===== config.mk =====
export PLATFORM = sky130hd
export DESIGN_NAME = spi_master
export DESIGN_NICKNAME = d
export VERILOG_FILES = /design/src/rtl/spi_pkg.sv /design/src/rtl/spi_sync2.sv /design/src/rtl/spi_master.sv
export SDC_FILE = /design/constraint.sdc
export NUM_CORES = 1
export LEC_CHECK = 0
export BUFFER_PORTS_ARGS = -buffer_cell sky130_fd_sc_hd__buf_2
export CAP_MARGIN = 20
export CORE_MARGIN = 3
export CORE_UTILIZATION = 35
export DETAILED_ROUTE_END_ITERATION = 6
export GPL_ROUTABILITY_DRIVEN = 0
export PLACE_DENSITY = 0.51
export SYNTH_ARGS = -nofsm -noshare
export SYNTH_HDL_FRONTEND = slang
export SYNTH_SLANG_ARGS = --single-unit

===== constraint.sdc =====
create_clock -name clk -period 4.3 [get_ports clk]
set_input_delay 0.86 -clock clk [delete_from_list [all_inputs] [get_ports clk]]
set_output_delay 0.86 -clock clk [all_outputs]
set_load 0.1 [all_outputs]

===== src/rtl/spi_pkg.sv =====
// Shared SPI definitions: controller state encoding and default SCK half-period.
package spi_pkg;

    typedef enum logic [2:0] {
        S_IDLE,
        S_SETUP,
        S_LOW,
        S_HIGH,
        S_WAIT,
        S_HOLD,
        S_GAP
    } spi_state_t;

    localparam int CLK_DIV_DEFAULT = 8;

endpackage


===== src/rtl/spi_sync2.sv =====
// Two-flop synchronizer for a single asynchronous input bit.
module spi_sync2 (
    input  logic clk,
    input  logic rst_n,
    input  logic d,
    output logic q
);

    logic meta;

    // Two back-to-back flops give the first stage a full cycle to resolve.
    always_ff @(posedge clk or negedge rst_n) begin
        if (!rst_n) begin
            meta <= 1'b0;
            q    <= 1'b0;
        end else begin
            meta <= d;
            q    <= meta;
        end
    end

endmodule


===== src/rtl/spi_master.sv =====
// SPI master, mode 0, MSB first, one byte per start/ready handshake.
//
// state | meaning
// ------+-----------------------------------------------------------
// IDLE  | SSEL high, accepting a byte to open a transaction
// SETUP | SSEL low, first MOSI bit presented, waiting before 1st rise
// LOW   | SCK low half-period, MOSI holds the next bit
// HIGH  | SCK high half-period, MISO sampled in its final cycle
// WAIT  | byte done, SSEL held low, accepting the next byte
// HOLD  | trailing SCK-low half-period plus SSEL hold before release
// GAP   | SSEL high, minimum deselect time before IDLE
module spi_master
    import spi_pkg::*;
#(
    parameter int CLK_DIV = CLK_DIV_DEFAULT
) (
    input  logic       clk,
    input  logic       rst_n,
    input  logic       start,
    input  logic [7:0] tx_data,
    input  logic       last,
    output logic       ready,
    output logic [7:0] rx_data,
    output logic       rx_valid,
    output logic       busy,
    output logic       SCK,
    output logic       SSEL,
    output logic       MOSI,
    input  logic       MISO
);

    localparam logic [8:0] HALF     = 9'(CLK_DIV - 1);
    // HOLD keeps SCK low for one full half-period after the 8th fall and
    // then holds SSEL low for another half-period before releasing it.
    localparam logic [8:0] HOLD_LEN = 9'(2 * CLK_DIV - 1);

    spi_state_t state, state_n;
    logic [8:0] cnt, cnt_n;
    logic [2:0] bit_cnt;
    logic [6:0] tx_sh;
    logic [6:0] rx_sh;
    logic       last_q;
    logic       miso_s;
    logic       accept;
    logic       leave_high;
    logic       tc;

    spi_sync2 u_miso_sync (
        .clk   (clk),
        .rst_n (rst_n),
        .d     (MISO),
        .q     (miso_s)
    );

    // State register and phase down-counter.
    always_ff @(posedge clk or negedge rst_n) begin
        if (!rst_n) begin
            state <= S_IDLE;
            cnt   <= '0;
        end else begin
            state <= state_n;
            cnt   <= cnt_n;
        end
    end

    // Next-state logic; every timed phase ends on counter terminal count.
    always_comb begin
        state_n    = state;
        cnt_n      = cnt;
        accept     = 1'b0;
        leave_high = 1'b0;
        tc         = (cnt == 9'd0);
        case (state)
            S_IDLE, S_WAIT: begin
                if (start && ready) begin
                    accept  = 1'b1;
                    state_n = (state == S_IDLE) ? S_SETUP : S_LOW;
                    cnt_n   = HALF;
                end
            end
            S_SETUP, S_LOW: begin
                if (tc) begin
                    state_n = S_HIGH;
                    cnt_n   = HALF;
                end else begin
                    cnt_n = cnt - 9'd1;
                end
            end
            S_HIGH: begin
                if (tc) begin
                    leave_high = 1'b1;
                    cnt_n      = HALF;
                    if (bit_cnt != 3'd7) begin
                        state_n = S_LOW;
                    end else if (last_q) begin
                        state_n = S_HOLD;
                        cnt_n   = HOLD_LEN;
                    end else begin
                        state_n = S_WAIT;
                    end
                end else begin
                    cnt_n = cnt - 9'd1;
                end
            end
            S_HOLD: begin
                if (tc) begin
                    state_n = S_GAP;
                    cnt_n   = HALF;
                end else begin
                    cnt_n = cnt - 9'd1;
                end
            end
            S_GAP: begin
                if (tc) begin
                    state_n = S_IDLE;
                end else begin
                    cnt_n = cnt - 9'd1;
                end
            end
            default: begin
                state_n = S_IDLE;
                cnt_n   = '0;
            end
        endcase
    end

    // Shift datapath and registered pin/handshake outputs decoded from next state.
    always_ff @(posedge clk or negedge rst_n) begin
        if (!rst_n) begin
            bit_cnt  <= '0;
            tx_sh    <= '0;
            rx_sh    <= '0;
            last_q   <= 1'b0;
            rx_data  <= '0;
            rx_valid <= 1'b0;
            MOSI     <= 1'b0;
            SCK      <= 1'b0;
            SSEL     <= 1'b1;
            ready    <= 1'b1;
            busy     <= 1'b0;
        end else begin
            rx_valid <= 1'b0;
            if (accept) begin
                MOSI   <= tx_data[7];
                tx_sh  <= tx_data[6:0];
                last_q <= last;
            end
            if (leave_high) begin
                rx_sh   <= {rx_sh[5:0], miso_s};
                bit_cnt <= bit_cnt + 3'd1;
                if (bit_cnt == 3'd7) begin
                    rx_data  <= {rx_sh, miso_s};
                    rx_valid <= 1'b1;
                end else begin
                    MOSI  <= tx_sh[6];
                    tx_sh <= {tx_sh[5:0], 1'b0};
                end
            end
            SCK   <= (state_n == S_HIGH);
            SSEL  <= (state_n == S_IDLE) || (state_n == S_GAP);
            ready <= (state_n == S_IDLE) || (state_n == S_WAIT);
            busy  <= (state_n != S_IDLE);
        end
    end

endmodule


After elaboration in Yosys (flattened, before gate mapping)
Index checks and enable logic that the tools add are counted.
{"block": "totals", "out_inout_bits": 14, "wordCells": 70, "ff_bits": 46, "input_bits": 13}
{"block": "op_classes", "mux": 28, "eq_ne": 13, "reduce_logical": 12, "addsub": 2}
{"operator": "9-bit two-way mux", "count": 4}
{"operator": "9-bit case mux with 4 select lines", "count": 1}
{"operator": "7-bit two-way mux", "count": 3}
{"operator": "3-bit equality test (second input constant)", "count": 6}
{"operator": "3-bit two-way mux", "count": 6}
{"operator": "3-bit case mux with 5 select lines", "count": 1}
{"operator": "1-bit two-way mux", "count": 10}
{"operator": "3-bit by 2-bit equality test with 1-bit output (second input constant)", "count": 3}
{"operator": "9-bit zero test", "count": 1}
{"operator": "9-bit by 1-bit subtractor with 9-bit output (second input constant)", "count": 1}
{"operator": "4-bit two-way mux", "count": 2}
{"operator": "3-bit zero test", "count": 2}
{"operator": "2-bit != test (second input constant)", "count": 2}
{"operator": "2-bit AND reduction", "count": 2}
{"operator": "2-bit OR reduction", "count": 2}
{"operator": "3-bit by 1-bit adder with 3-bit output (second input constant)", "count": 1}
{"operator": "3-bit by 1-bit equality test with 1-bit output (second input constant)", "count": 1}
{"operator": "3-bit != test (second input constant)", "count": 1}
{"operator": "3-bit nonzero test", "count": 1}
{"operator": "3-bit OR reduction", "count": 1}
{"operator": "1-bit logical OR", "count": 2}
{"operator": "2-bit two-way mux", "count": 1}
{"operator": "1-bit logical AND", "count": 1}

Longest topological paths before layout
Gate-level depths: netlist (run 1).
{"block": "logic_depth", "word_depth": 6, "mapped_depth": 9, "mapped_depth_nobuf": 7}

Cells and area by module
Synthesis (run 1) repeated with hierarchy kept, for this count alone.
{"block": "hier_totals", "hier_cells": 194, "area_unflattened_um2": 2185.8}
{"module": "spi_master", "instances": 1, "area_per_inst_um2": 2135.8, "seq_area_each_um2": 1103.6, "cells_each": 192}
{"module": "spi_sync2", "instances": 1, "area_per_inst_um2": 50.0, "seq_area_each_um2": 50.0, "cells_each": 2}

Least setup slack after synthesis (run 1)
Ideal clock, no wire load.
{"block": "synth_path", "path_type": "reg2reg", "startpoint": "register cnt[0]", "endpoint": "register busy", "t_arrival_ns": 1.970, "path_stages_with_launch": 8, "setup_slack_ns": 2.199, "required_ns": 4.169, "setup_ns": 0.131, "n_path_buf": 0, "path_cell_list": "dfrtp_1 inv_1 ha_1 or4b_4 nor2_8 o22ai_2 a211o_1 or3_1"}
{"block": "synth_via", "elab_chain_len": 4}
{"item": "from (decl)", "line_no": "spi_master.sv:38", "rtl": "logic [8:0] cnt, cnt_n;"}
{"item": "from (signal assigned)", "line_no": "spi_master.sv:62", "rtl": "cnt <= cnt_n;"}
{"item": "9-bit zero test (*)", "line_no": "spi_master.sv:72", "rtl": "tc = (cnt == 9'd0);"}
{"item": "3-bit two-way mux (on tied branches)"}
{"item": "3-bit case mux with 5 select lines (*)", "line_no": "spi_master.sv:73", "rtl": "case (state)"}
{"item": "net state_n[1]", "line_no": "spi_master.sv:37", "rtl": "spi_state_t state, state_n;"}
{"item": "3-bit nonzero test (*)", "line_no": "spi_master.sv:162", "rtl": "busy <= (state_n != S_IDLE);"}
{"item": "to (signal assigned)", "line_no": "spi_master.sv:162"}
{"item": "to (decl)", "line_no": "spi_master.sv:25", "rtl": "output logic busy,"}
Mark *: on every way through the listed nets, which the timed path passes. The rest lies on a longest branch.
A chain may end at the register's enable or synchronous reset.

Worst setup path after layout (run 1)
{"block": "layout_path", "startpoint": "register cnt[0]", "endpoint": "register tx_sh[4]"}
{"block": "layout_via", "elab_chain_len": 4}
{"item": "9-bit zero test", "line_no": "spi_master.sv:72"}
{"item": "1-bit two-way mux", "line_no": "spi_master.sv:90", "rtl": "if (tc) begin"}
{"item": "1-bit two-way mux", "line_no": "spi_master.sv:73"}
{"item": "7-bit two-way mux", "line_no": "spi_master.sv:148", "rtl": "if (leave_high) begin"}
{"item": "to (signal assigned)", "line_no": "spi_master.sv:145", "rtl": "tx_sh <= tx_data[6:0];"}
{"item": "to (signal assigned)", "line_no": "spi_master.sv:156", "rtl": "tx_sh <= {tx_sh[5:0], 1'b0};"}
{"item": "to (decl)", "line_no": "spi_master.sv:40", "rtl": "logic [6:0] tx_sh;"}
Every way passes these cells.

==> impl_summary.log, run 1 <==
INFO  metric m1WireLength = 2.02 mm
INFO  metric power.static_leakage = 0.00117 µW
INFO  metric synth.top_cell.area_share = 0.504
INFO  metric cts.clk_slew.worst_paths = 0.09 ns
INFO  metric clk_latency = 0.31 ns
INFO  metric synthesis.nets = 211
INFO  metric tightestPinTransition = 0.637 ns
INFO  metric antenna_cells_inserted = 0
INFO  metric max-vdd-ir-drop = 0.000243 V
INFO  metric synth_flop_cell = dfrtp_1
INFO  metric netlist_top_cells_area = dfrtp_1, mux2_2, nor2_1, mux2i_1, a21oi_1
INFO  metric critical_path.top_delay_family = simple AND/OR/NAND/NOR gates
INFO  metric worstPathRequired = 4.49 ns
INFO  metric clockRootBuffer = clkbuf_8
INFO  metric totalPowerFinal = 1270 µW
INFO  metric maximum_achievable_frequency = 392 MHz
INFO  metric floorplan.die.width = 85.0 µm
INFO  metric report.final.setup_viol = 0
INFO  metric final_min_period_over_clock_period = 0.593
INFO  metric dp_hpwl = 2.87 mm
INFO  metric start_util = 0.365
INFO  metric path_cells = inv_1 -> ha_1 -> nor4b_1 -> nand3_1 -> or2_2 -> nor2_1 -> a21oi_1
INFO  metric grt_max_degree = 47
INFO  metric syn-instance-count = 194
INFO  metric design.portCount = 27
INFO  metric synthArstFlopShare = 1.00
INFO  metric cts_sinks = 46
INFO  metric most-common-layout-cells = dfrtp_1, buf_2, nor2_1
INFO  metric grt_overflow = 0
INFO  metric setup_total_negative_slack = 0 ns
INFO  metric slew_viol_final = 0
INFO  metric status = complete, no violations
INFO  metric die_area = 7230 µm²
INFO  metric die_height = 85.0 µm
INFO  metric antenna_left = 0
INFO  metric final.setup_skew = 0.0115 ns
INFO  metric synth_edf_count = 0
INFO  metric critical_path_buf_inv_count = 1
INFO  metric grt_pass1_wl = 7.02 mm
INFO  metric fin_nets = 237
INFO  metric finalCriticalPeriod = 2.55 ns
INFO  metric placementRows = 28
INFO  metric critical_path.endpoint_type = register
INFO  metric wl_per_cell = 14.1 µm
INFO  metric post-route-drc-count = 0
INFO  metric avgViaCountPerCell = 5.07
INFO  metric cts_repair_resize_count = 0
INFO  metric hold_path.class = reg2reg
INFO  metric grt_antenna_before_repair = 0
INFO  metric maxCapViolCount = 0
INFO  metric timing.reg2reg.setup_slack = 1.75 ns
INFO  metric syn_area = 2190 µm²
INFO  metric distinct_cell_type_count_after_synthesis = 43
INFO  metric post-place-cells = 287
INFO  metric cts_hold_buf = 0
INFO  metric startpoint_type_of_the_worst_setup_path = register
INFO  metric route.top_layer_used = met4
INFO  metric cts-buffers-inserted = 5
INFO  metric drt_first_iter_violations = 94
INFO  metric postSynthRegisterBits = 46
INFO  metric hold_viol_final = 0
INFO  metric htree_depth = 2
INFO  metric final_cells = 296
INFO  metric wl_met2 = 1.92 mm
INFO  metric drive_above_1_share = 0.312
INFO  metric rsz0062_at_grt = false
INFO  metric ctsLongestPathBuffers = 2
INFO  metric totalWireLength = 4.17 mm
INFO  metric globalRouteTotalUtil = 0.123
INFO  metric floorplan.core_area = 5990 µm²
INFO  metric port_buffers = 26
INFO  metric layout_overhead_on_the_synthesized_area = 14.0%
INFO  metric vias_in_the_first_global_route = 1449
INFO  metric worstPathMaxFanout = 14
INFO  metric detail_route.first_pass.iterations = 4
INFO  metric synth_seq_area_share = 0.528
INFO  metric cts_tree = done
INFO  metric routed-via-count = 1500
INFO  metric criticalPathCategory = reg2reg
INFO  metric cp.arrival = 2.74 ns
INFO  metric yosys_warnings = 0
INFO  metric critical-path-slowest-cell = or2_2
INFO  metric post-cts-setup-buffer-count = 0
INFO  metric power_per_cell_area = 511 nW/µm²
INFO  metric max-slew-margin-rel = 0.575
INFO  metric largest_stage_delay_on_the_critical_path = 0.59 ns
INFO  metric most_frequent_standard_cell_in_the_layout_excluding_fill_and_tap_cells = dfrtp_1
INFO  metric wl_met3 = 171 µm
INFO  metric yosysTopAreaCell = dfrtp_1
INFO  metric syn_area_per_cell = 11.3 µm²
## kinds of logic (layout without fill, tap and decap cells)
| group | after synthesis | in the layout | synth area share |
|---|---|---|---|
| and+or+nand+nor | 67 | 67 | 0.168 |
| DFF | 46 | 46 | 0.528 |
| AOI/OAI and AO/OA | 33 | 33 | 0.107 |
| muxes | 26 | 26 | 0.129 |
| buffers and inverters | 12 | 39 | 0.0212 |
| xor gates and xnor gates | 6 | 6 | 0.0240 |
| adders and majority gates | 4 | 4 | 0.0229 |
## power breakdown
group          total [µW]  leakage, µW  switching (µW)  internal, µW
clock                 275    0.0000408             159           116
sequential            634     0.000569             101           534
combinational         362     0.000558             215           148
total                1270      0.00117             475           798
## worst reg2reg max path, cell delays in order, from the launching register on
cell and delay [ns]:
dfrtp_1 0.40, inv_1 0.13, ha_1 0.17, nor4b_1 0.44
nand3_1 0.55, or2_2 0.59, nor2_1 0.12, a21oi_1 0.05
## layout make-up
| type | count | area, µm² |
|---|---|---|
| Tap cell | 75 | 93.8 |
| Sequential cell | 46 | 1150 |
| Timing Repair Buffer | 27 | 150 |
| Multi-Input combinational cell | 136 | 986 |
| Clock buffer | 5 | 68.8 |
| Inverter | 4 | 15.0 |
| Clock inverter | 3 | 23.8 |
| Fill cell | 604 | 3500 |
## sequential cells by signal, summed over array words and instances, names as in the netlist
name and cells:
state 3, busy 1, u_miso_sync.q 1, MOSI 1, cnt 9, rx_data 8
ready 1, bit_cnt 3, tx_sh 7, rx_sh 7, SSEL 1, SCK 1
last_q 1, rx_valid 1, u_miso_sync.meta 1
## cells in the mapped netlist (all sizes together), types with 4 or more instances
cell / count
ha: 4
xnor2: 6
dfrtp: 44
nor2: 24
nand3: 6
nor3: 6
a21oi: 13
mux2: 18
mux2i: 8
nand2: 10
inv: 4
o21ai: 7
clkbuf: 7
## path summary, 6_finish.rpt
| check | from | endpoint | cells past startpoint |
|---|---|---|---|
| setup reg to reg | cnt[0]$_DFFE_PN0P_ | tx_sh[4]$_DFF_PN0_ | 7 |
| min in group asynchronous | rst_n | cnt[6]$_DFFE_PN0P_ | 1 |
| setup / recovery | cnt[0]$_DFFE_PN0P_ | tx_sh[4]$_DFF_PN0_ | 7 |
| max in group asynchronous | rst_n | state[0]$_DFF_PN0_ | 2 |
| hold / removal | u_miso_sync.meta$_DFF_PN0_ | u_miso_sync.q$_DFF_PN0_ | 0 |
| hold reg to reg | u_miso_sync.meta$_DFF_PN0_ | u_miso_sync.q$_DFF_PN0_ | 0 |
## per-stage QoR
step | setup WS [ns] | instance area (µm²) | util | hold WS (ns)
floorplan | 2.20 | 2190 | - | 0.331
finish | 1.75 | 2490 | 0.416 | 0.357
global route | 1.36 | 2490 | 0.416 | 0.365
detailed placement | 1.76 | 2380 | 0.397 | 0.337
global placement | 1.83 | 2380 | 0.397 | 0.333
CTS | 1.74 | 2470 | 0.412 | 0.361
## metal layers
metal  track usage  vias up
li1              -      739
met1         0.159      735
met2         0.195       20
met3        0.0417        6
met4        0.0345        0
met5             0        -
Note: power is estimated with default switching activity, not from simulation.
==> run 2, diff against run 1 <==
--- a/config.mk
+++ b/config.mk
@@ -5,13 +5,14 @@
 export SDC_FILE = /design/constraint.sdc
 export NUM_CORES = 1
 export LEC_CHECK = 0
+export ABC_AREA = 1
 export BUFFER_PORTS_ARGS = -buffer_cell sky130_fd_sc_hd__buf_2
 export CAP_MARGIN = 20
 export CORE_MARGIN = 3
 export CORE_UTILIZATION = 35
 export DETAILED_ROUTE_END_ITERATION = 6
 export GPL_ROUTABILITY_DRIVEN = 0
-export PLACE_DENSITY = 0.51
+export PLACE_DENSITY = 0.52
 export SYNTH_ARGS = -nofsm -noshare
 export SYNTH_HDL_FRONTEND = slang
 export SYNTH_SLANG_ARGS = --single-unit
==> constraint.sdc (replaced) <==
create_clock -name clk -period 2.21 [get_ports clk]
set_input_delay 0.442 -clock clk [delete_from_list [all_inputs] [get_ports clk]]
set_output_delay 0.442 -clock clk [all_outputs]
set_load 0.1 [all_outputs]
==> run 2 against run 1 <==
Net effect: cell count up 28%; combinational power rose to 2.6 times the previous value; synthesized area up 3.4%; critical path depth up 2; sequential power up 74%; highest routed layer unchanged; largest cell class unchanged.
==> impl_summary.log, run 2 <==
INFO  metric setup_total_negative_slack = 0 ns (unchanged)
INFO  metric yosysTopAreaCell = dfrtp_1 (unchanged)
INFO  metric die_height = 86.4 µm (was 85.0 µm)
INFO  metric power.static_leakage = 0.00136 µW (was 0.00117 µW)
INFO  metric cts_repair_resize_count = 0 (unchanged)
INFO  metric die_area = 7460 µm² (was 7230 µm²)
INFO  metric ctsLongestPathBuffers = 2 (unchanged)
INFO  metric grt_antenna_before_repair = 0 (unchanged)
INFO  metric worstPathRequired = 2.39 ns (was 4.49 ns)
INFO  metric maxCapViolCount = 0 (unchanged)
INFO  metric finalCriticalPeriod = 1.75 ns (was 2.55 ns)
INFO  metric detail_route.first_pass.iterations = 4 (unchanged)
INFO  metric largest_register_ff_count = 9 (unchanged)
INFO  metric synthArstFlopShare = 1.00 (unchanged)
INFO  metric postSynthRegisterBits = 46 (unchanged)
INFO  metric placementRows = 28 (unchanged)
INFO  metric yosys_warnings = 0 (unchanged)
INFO  metric cts_sinks = 46 (unchanged)
INFO  metric globalRouteTotalUtil = 0.127 (was 0.123)
INFO  metric clockRootBuffer = clkbuf_8 (unchanged)
INFO  metric grt_overflow = 0 (unchanged)
INFO  metric final.setup_skew = 0.00893 ns (was 0.0115 ns)
INFO  metric cts_tree = done (unchanged)
INFO  metric max_flop_register = cnt (unchanged)
INFO  metric fin_nets = 321 (was 237)
INFO  metric most-common-layout-cells = nand2_1, dfrtp_1, inv_1 (was dfrtp_1, buf_2, nor2_1)
INFO  metric post-place-cells = 372 (was 287)
INFO  metric port_buffers = 26 (unchanged)
INFO  metric worstPathMaxFanout = 17 (was 14)
INFO  metric synth_edf_count = 0 (unchanged)
INFO  metric wl_per_cell = 11.3 µm (was 14.1 µm)
INFO  metric synth_flop_cell = dfrtp_1 (unchanged)
INFO  metric floorplan.core_area = 6100 µm² (was 5990 µm²)
INFO  metric clk_latency = 0.30 ns (was 0.31 ns)
INFO  metric criticalPathCategory = reg2reg (unchanged)
INFO  metric final_cells = 380 (was 296)
INFO  metric syn_area = 2260 µm² (was 2190 µm²)
INFO  metric routed-via-count = 1735 (was 1500)
INFO  metric start_util = 0.371 (was 0.365)
INFO  metric synth_seq_area_share = 0.510 (was 0.528)
INFO  metric grt_max_degree = 26 (was 47)
INFO  metric cts-buffers-inserted = 5 (unchanged)
INFO  metric timing.reg2reg.worst_path_depth = 9 (was 7)
INFO  metric critical_path.endpoint_type = register (unchanged)
INFO  metric floorplan.die.width = 86.4 µm (was 85.0 µm)
INFO  metric antenna_cells_inserted = 0 (unchanged)
INFO  metric netlist_top_cells_area = dfrtp_1, nand2_1, inv_1, nor2_1, o21ai_0 (was dfrtp_1, mux2_2, nor2_1, mux2i_1, a21oi_1)
INFO  metric post-cts-setup-buffer-count = 0 (unchanged)
INFO  metric drt_first_iter_violations = 42 (was 94)
INFO  metric antenna_left = 0 (unchanged)
INFO  metric grt_pass1_wl = 7.45 mm (was 7.02 mm)
INFO  metric timing.reg2reg.setup_slack = 0.46 ns (was 1.75 ns)
INFO  metric layout_overhead_on_the_synthesized_area = 14.5% (was 14.0%)
INFO  metric synth.most_common_cell = nand2_1 (was dfrtp_1)
INFO  metric rsz0062_at_grt = false (unchanged)
INFO  metric synthesis.nets = 291 (was 211)
INFO  metric final_min_period_over_clock_period = 0.793 (was 0.593)
INFO  metric syn-instance-count = 274 (was 194)
INFO  metric finish.utilization = 0.425 (was 0.416)
INFO  metric post-route-drc-count = 0 (unchanged)
INFO  metric cts_hold_buf = 0 (unchanged)
INFO  metric avgViaCountPerCell = 4.57 (was 5.07)
INFO  metric syn_area_per_cell = 8.25 µm² (was 11.3 µm²)
INFO  metric synth.top_cell.area_share = 0.487 (was 0.504)
INFO  metric most_frequent_standard_cell_in_the_layout_excluding_fill_and_tap_cells = nand2_1 (was dfrtp_1)
INFO  metric reg_top3 = cnt: 9 flops, rx_data: 8 flops (unchanged)
INFO  metric drive_above_1_share = 0.200 (was 0.312)
INFO  metric reg_to_reg_end = rx_data[1]$_DFFE_PN0P_ (was tx_sh[4]$_DFF_PN0_)
INFO  metric design.portCount = 27 (unchanged)
INFO  metric tightestPinTransition = 0.527 ns (was 0.637 ns)
INFO  metric hold_path.class = in2async (was reg2reg)
INFO  metric synth.cells.most_frequent = nand2_1, dfrtp_1, inv_1, nor2_1, o21ai_0 (was dfrtp_1, nor2_1, mux2_2, a21oi_1, nand2_1)
INFO  metric dp_hpwl = 3.12 mm (was 2.87 mm)
INFO  metric slew_viol_final = 0 (unchanged)
INFO  metric distinct_cell_type_count_after_synthesis = 28 (was 43)
INFO  metric report.final.setup_viol = 0 (unchanged)
INFO  metric vias_in_the_first_global_route = 1637 (was 1449)
INFO  metric power_per_cell_area = 1030 nW/µm² (was 511 nW/µm²)
INFO  metric max-vdd-ir-drop = 0.000545 V (was 0.000243 V)
INFO  metric cts.clk_slew.worst_paths = 0.09 ns (about the same)
INFO  metric totalWireLength = 4.30 mm (was 4.17 mm)
INFO  metric htree_depth = 2 (unchanged)
INFO  metric maximum_achievable_frequency = 570 MHz (was 392 MHz)
INFO  metric status = complete, no violations (unchanged)
INFO  metric cp.arrival = 1.94 ns (was 2.74 ns)
INFO  metric max-slew-margin-rel = 0.649 (was 0.575)
INFO  metric hold_viol_final = 0 (unchanged)
INFO  metric startpoint_type_of_the_worst_setup_path = register (unchanged)
INFO  metric rr_startpoint = cnt[0]$_DFFE_PN0P_ (unchanged)
[run 2: changes by cell type after synthesis, sizes merged, moves of 11 or more]
| cell | previous run | this run |
|---|---|---|
| nor2 | 24 | 37 |
| nand2 | 10 | 86 |
| a21oi | 13 | 2 |
| inv | 4 | 36 |
| mux2 | 18 | 0 |
| o21ai | 7 | 29 |
[run 2: per-layer routing]
metal,global-route usage,wire length (µm)
met4,0.0510,80
met2,0.197,1980
met1,0.172,2050
met3,0.0285,186
met5,0,0
[run 2: kinds of logic (layout without fill, tap and decap cells)]
logic type	count (synthesis)	after routing	synth area share
compound gates	40	40	0.108
xor+xnor	4	4	0.0155
fa+ha+maj	4	4	0.0221
buf+inv	42	73	0.0780
flops	46	46	0.510
simple gates	138	138	0.266
[run 2: power by group]
| part | internal [µW] | total [µW] | switching (µW) |
|---|---|---|---|
| Combinational | 247 | 937 | 690 |
| Sequential | 1010 | 1100 | 89.5 |
| Clock | 339 | 639 | 300 |
| Total | 1590 | 2670 | 1080 |
[run 2: final cells by class]
| type | count | area [µm²] |
|---|---|---|
| fill | 664 | 3510 |
| sequential | 46 | 1150 |
| multi-input combinational | 186 | 931 |
| timing repair buffer | 28 | 158 |
| inverter | 37 | 140 |
| tap | 75 | 93.8 |
| clock buffer | 5 | 68.8 |
| clock inverter | 3 | 43.8 |
[run 2: critical path, cell delays in order (launching register included)]
cell     delay (ns)
dfrtp_1        0.38
inv_1          0.12
ha_1           0.19
nand3_1        0.12
nor2_4         0.20
nand2_4        0.17
nor2_4         0.14
inv_2          0.14
nand2_1        0.10
o21ai_2        0.05
[run 2: stage by stage]
step | hold slack [ns] | setup WS, ns | power [µW] | cell area [µm²]
floorplan | 0.146 | 0.462 | 1860 | 2260
global placement | 0.336 | 0.475 | 2060 | 2480
detailed placement | 0.341 | 0.468 | 2060 | 2480
CTS | 0.123 | 0.450 | 2720 | 2590
global route | 0.150 | 0.251 | 2860 | 2590
finish | 0.103 | 0.457 | 2670 | 2590
[run 2: how the worst max path moves through the flow]
stage | startpoint | end | slack (ns) | cells after the start
6_report | cnt[0]$_DFFE_PN0P_ | rx_data[1]$_DFFE_PN0P_ | 0.46 | 9
5_1_grt | cnt[0]$_DFFE_PN0P_ | SCK$_DFF_PN0_ | 0.25 | 11
4_1_cts | cnt[0]$_DFFE_PN0P_ | rx_data[1]$_DFFE_PN0P_ | 0.45 | 9
3_5_place_dp | cnt[0]$_DFFE_PN0P_ | rx_data[4]$_DFFE_PN0P_ | 0.47 | 9
3_3_place_gp | cnt[0]$_DFFE_PN0P_ | SCK$_DFF_PN0_ | 0.48 | 11
2_1_floorplan | ready$_DFF_PN1_ | cnt[2]$_DFFE_PN0P_ | 0.46 | 7
==> run 3, diff against run 2 <==
--- a/config.mk
+++ b/config.mk
@@ -12,7 +12,7 @@
 export CORE_UTILIZATION = 35
 export DETAILED_ROUTE_END_ITERATION = 6
 export GPL_ROUTABILITY_DRIVEN = 0
-export PLACE_DENSITY = 0.52
+export PLACE_DENSITY = 0.51
 export SYNTH_ARGS = -nofsm -noshare
 export SYNTH_HDL_FRONTEND = slang
 export SYNTH_SLANG_ARGS = --single-unit
==> constraint.sdc (replaced) <==
create_clock -name clk -period 1.7 [get_ports clk]
set_input_delay 0.34 -clock clk [delete_from_list [all_inputs] [get_ports clk]]
set_output_delay 0.34 -clock clk [all_outputs]
set_load 0.1 [all_outputs]
==> run 3 against run 2 <==
Net effect: die area did not move; critical path depth shrank 8; clock-buffer cell count stayed put; final area increased by 4.0%; via count up 2.9%; combinational power rose by 50%; first-iteration DRC count increased by 95%; worst setup slack lost 0.33 ns; hold slack improved by 0.028 ns; flip-flop and latch count unchanged; largest power group unchanged.
==> impl_summary.log, run 3 (synthesized netlist as in run 2, its figures left out) <==
INFO  metric seqCellArea = 1160 µm² (was 1150 µm²)
INFO  metric reg_top3 = cnt: 9 flops, rx_data: 8 flops (unchanged)
INFO  metric globalRouteTotalUtil = 0.132 (was 0.127)
INFO  metric final_min_period_over_clock_period = 0.928
INFO  metric max_flop_register = cnt (unchanged)
INFO  metric finalCriticalPeriod = 1.58 ns
INFO  metric hold_path.class = in2reg (was in2async)
INFO  metric design.portCount = 27 (unchanged)
INFO  metric worstPathRequired = 1.36 ns (was 2.39 ns)
INFO  metric grt_antenna_before_repair = 0 (unchanged)
INFO  metric grt_pass1_wl = 7.87 mm (was 7.45 mm)
INFO  metric holdPathStages = 1
INFO  metric critical-path-slowest-cell = dfstp_4 (was dfrtp_1)
INFO  metric final_cells = 390 (was 380)
INFO  metric grt_max_degree = 33 (was 26)
INFO  metric worstPathMaxFanout = 2 (was 17)
INFO  metric start_util = 0.371 (unchanged)
INFO  metric post-route-drc-count = 0 (unchanged)
INFO  metric maximum_achievable_frequency = 634 MHz
INFO  metric largest_stage_delay_on_the_critical_path = 0.62 ns (was 0.38 ns)
INFO  metric antenna_cells_inserted = 0 (unchanged)
INFO  metric path_depth = 1 (was 9)
INFO  metric status = complete, no violations (unchanged)
INFO  metric timing.reg2reg.worst_path_depth = 9 (unchanged)
INFO  metric critical_path.top_delay_family = flip-flops (was simple AND/OR/NAND/NOR gates)
INFO  metric path_cells = clkbuf_4 (was inv_1 -> ha_1 -> nand3_1 -> nor2_4 -> nand2_4 -> nor2_4 -> inv_2 -> nand2_1 -> o21ai_2)
INFO  metric most_frequent_standard_cell_in_the_layout_excluding_fill_and_tap_cells = nand2_1 (unchanged)
INFO  metric die_height = 86.4 µm (unchanged)
INFO  metric dp_hpwl = 3.24 mm (was 3.12 mm)
INFO  metric ctsLongestPathBuffers = 2 (unchanged)
INFO  metric detail_route.first_pass.iterations = 4 (unchanged)
INFO  metric slew_viol_final = 0 (unchanged)
INFO  metric routed-via-count = 1786 (was 1735)
INFO  metric multiInputGateArea = 960 µm² (was 931 µm²)
INFO  metric max-vdd-ir-drop = 0.000715 V (was 0.000545 V)
INFO  metric cts.clk_slew.worst_paths = 0.09 ns (about the same)
INFO  metric drive_above_1_share = 0.254 (was 0.200)
INFO  metric max-slew-margin-rel = 0.675 (was 0.649)
INFO  metric grt_overflow = 0 (unchanged)
INFO  metric avgViaCountPerCell = 4.58 (was 4.57)
INFO  metric vias_in_the_first_global_route = 1726 (was 1637)
INFO  metric cts_sinks = 46 (unchanged)
INFO  metric most-common-layout-cells = nand2_1, dfrtp_1, inv_1 (unchanged)
INFO  metric antenna_left = 0 (unchanged)
INFO  metric final.setup_skew = 0.00776 ns (was 0.00893 ns)
INFO  metric fin_nets = 331 (was 321)
INFO  metric hold_viol_final = 0 (unchanged)
INFO  metric placementRows = 28 (unchanged)
INFO  metric totalWireLength = 4.45 mm (was 4.30 mm)
INFO  metric drt_first_iter_violations = 82 (was 42)
INFO  metric startpoint_type_of_the_worst_setup_path = register (unchanged)
INFO  metric post-place-cells = 381 (was 372)
INFO  metric criticalPathCategory = reg2out (was reg2reg)
INFO  metric report.final.setup_viol = 0 (unchanged)
INFO  metric cp.arrival = 1.24 ns (was 1.94 ns)
INFO  metric post-cts-setup-buffer-count = 0 (unchanged)
INFO  metric largest_register_ff_count = 9 (unchanged)
INFO  metric cts_tree = done (unchanged)
INFO  metric critical_path_buf_inv_count = 1 (was 2)
INFO  metric cts-buffers-inserted = 5 (unchanged)
INFO  metric layout_overhead_on_the_synthesized_area = 19.0% (was 14.5%)
INFO  metric floorplan.die.width = 86.4 µm (unchanged)
INFO  metric clk_latency = 0.30 ns (about the same)
INFO  metric die_area = 7460 µm² (unchanged)
INFO  metric power.static_leakage = 0.00140 µW (was 0.00136 µW)
INFO  metric tightestPinTransition = 0.490 ns (was 0.527 ns)
INFO  metric fillerInstances = 618 (was 664)
INFO  metric floorplan.core_area = 6100 µm² (unchanged)
INFO  metric finish.utilization = 0.442 (was 0.425)
INFO  metric maxCapViolCount = 0 (unchanged)
INFO  metric wl_per_cell = 11.4 µm (was 11.3 µm)
INFO  metric critical_path.endpoint_type = primary output (was register)
INFO  metric port_buffers = 26 (unchanged)
INFO  metric power_per_cell_area = 1310 nW/µm² (was 1030 nW/µm²)
INFO  metric htree_depth = 2 (unchanged)
INFO  metric clockRootBuffer = clkbuf_8 (unchanged)
-- run 3: cell count changes in the layout (fill, tap and decap cells not counted), sizes merged --
| cell | change |
|---|---|
| buf | +8 |
| bufinv | -1 |
| clkbuf | +1 |
| clkinv | +1 |
| clkinvlp | +1 |
| dlygate4sd3 | +1 |
| inv | -1 |
-- run 3: power breakdown --
| group | leakage [µW] | switching (µW) | internal, µW |
|---|---|---|---|
| sequential | 0.000604 | 110 | 1320 |
| clock | 0.0000441 | 397 | 289 |
| combinational | 0.000754 | 962 | 448 |
| total | 0.00140 | 1470 | 2060 |
-- run 3: path summary, 6_finish.rpt --
kind	startpoint	endpoint	slack, ns
worst max-delay path	ready$_DFF_PN1_	ready	0.12
worst min-delay path	MISO	u_miso_sync.meta$_DFF_PN0_	0.13
worst min register to register	u_miso_sync.meta$_DFF_PN0_	u_miso_sync.q$_DFF_PN0_	0.36
worst max register to register	cnt[1]$_DFFE_PN0P_	rx_data[2]$_DFFE_PN0P_	0.14
max in group asynchronous	rst_n	rx_data[6]$_DFFE_PN0P_	0.72
min in group asynchronous	rst_n	cnt[7]$_DFFE_PN0P_	0.48
-- run 3: cell type report --
type / instances / area share
sequential: 46 / 0.430
multi-input combinational: 186 / 0.357
timing repair buffer: 38 / 0.0930
inverter: 37 / 0.0521
tap: 75 / 0.0349
clock buffer: 5 / 0.0256
clock inverter: 3 / 0.00790
-- run 3: metal layers --
metal  GRT usage  part of all wire  up-vias
li1            -                 -      933
met1       0.186              0.50      815
met2       0.200              0.44       30
met3      0.0285             0.037        8
met4      0.0524             0.016        0
met5           0                 0        -
-- run 3: repair_timing --
item                                    4_1_cts  5_1_grt
endpoints found under the setup margin        0       19
hold buffers                                  1        0
resized for setup                             0       13
hold endpoints to repair                     12        0
-- run 3: through the flow --
stage | setup WS [ns] | hold slack, ns | area (µm²) | setup TNS [ns] | power, µW
after CTS | 0.0110 | 0.127 | 2660 | 0 | 3520
after global routing | -0.0229 | 0.119 | 2690 | -0.0229 | 3770
after detailed placement | 0.0741 | 0.282 | 2560 | 0 | 2820
after floorplan | 0.0551 | 0.0444 | 2260 | 0 | 2420
final | 0.122 | 0.132 | 2690 | 0 | 3520
after global placement | 0.0909 | 0.275 | 2560 | 0 | 2820
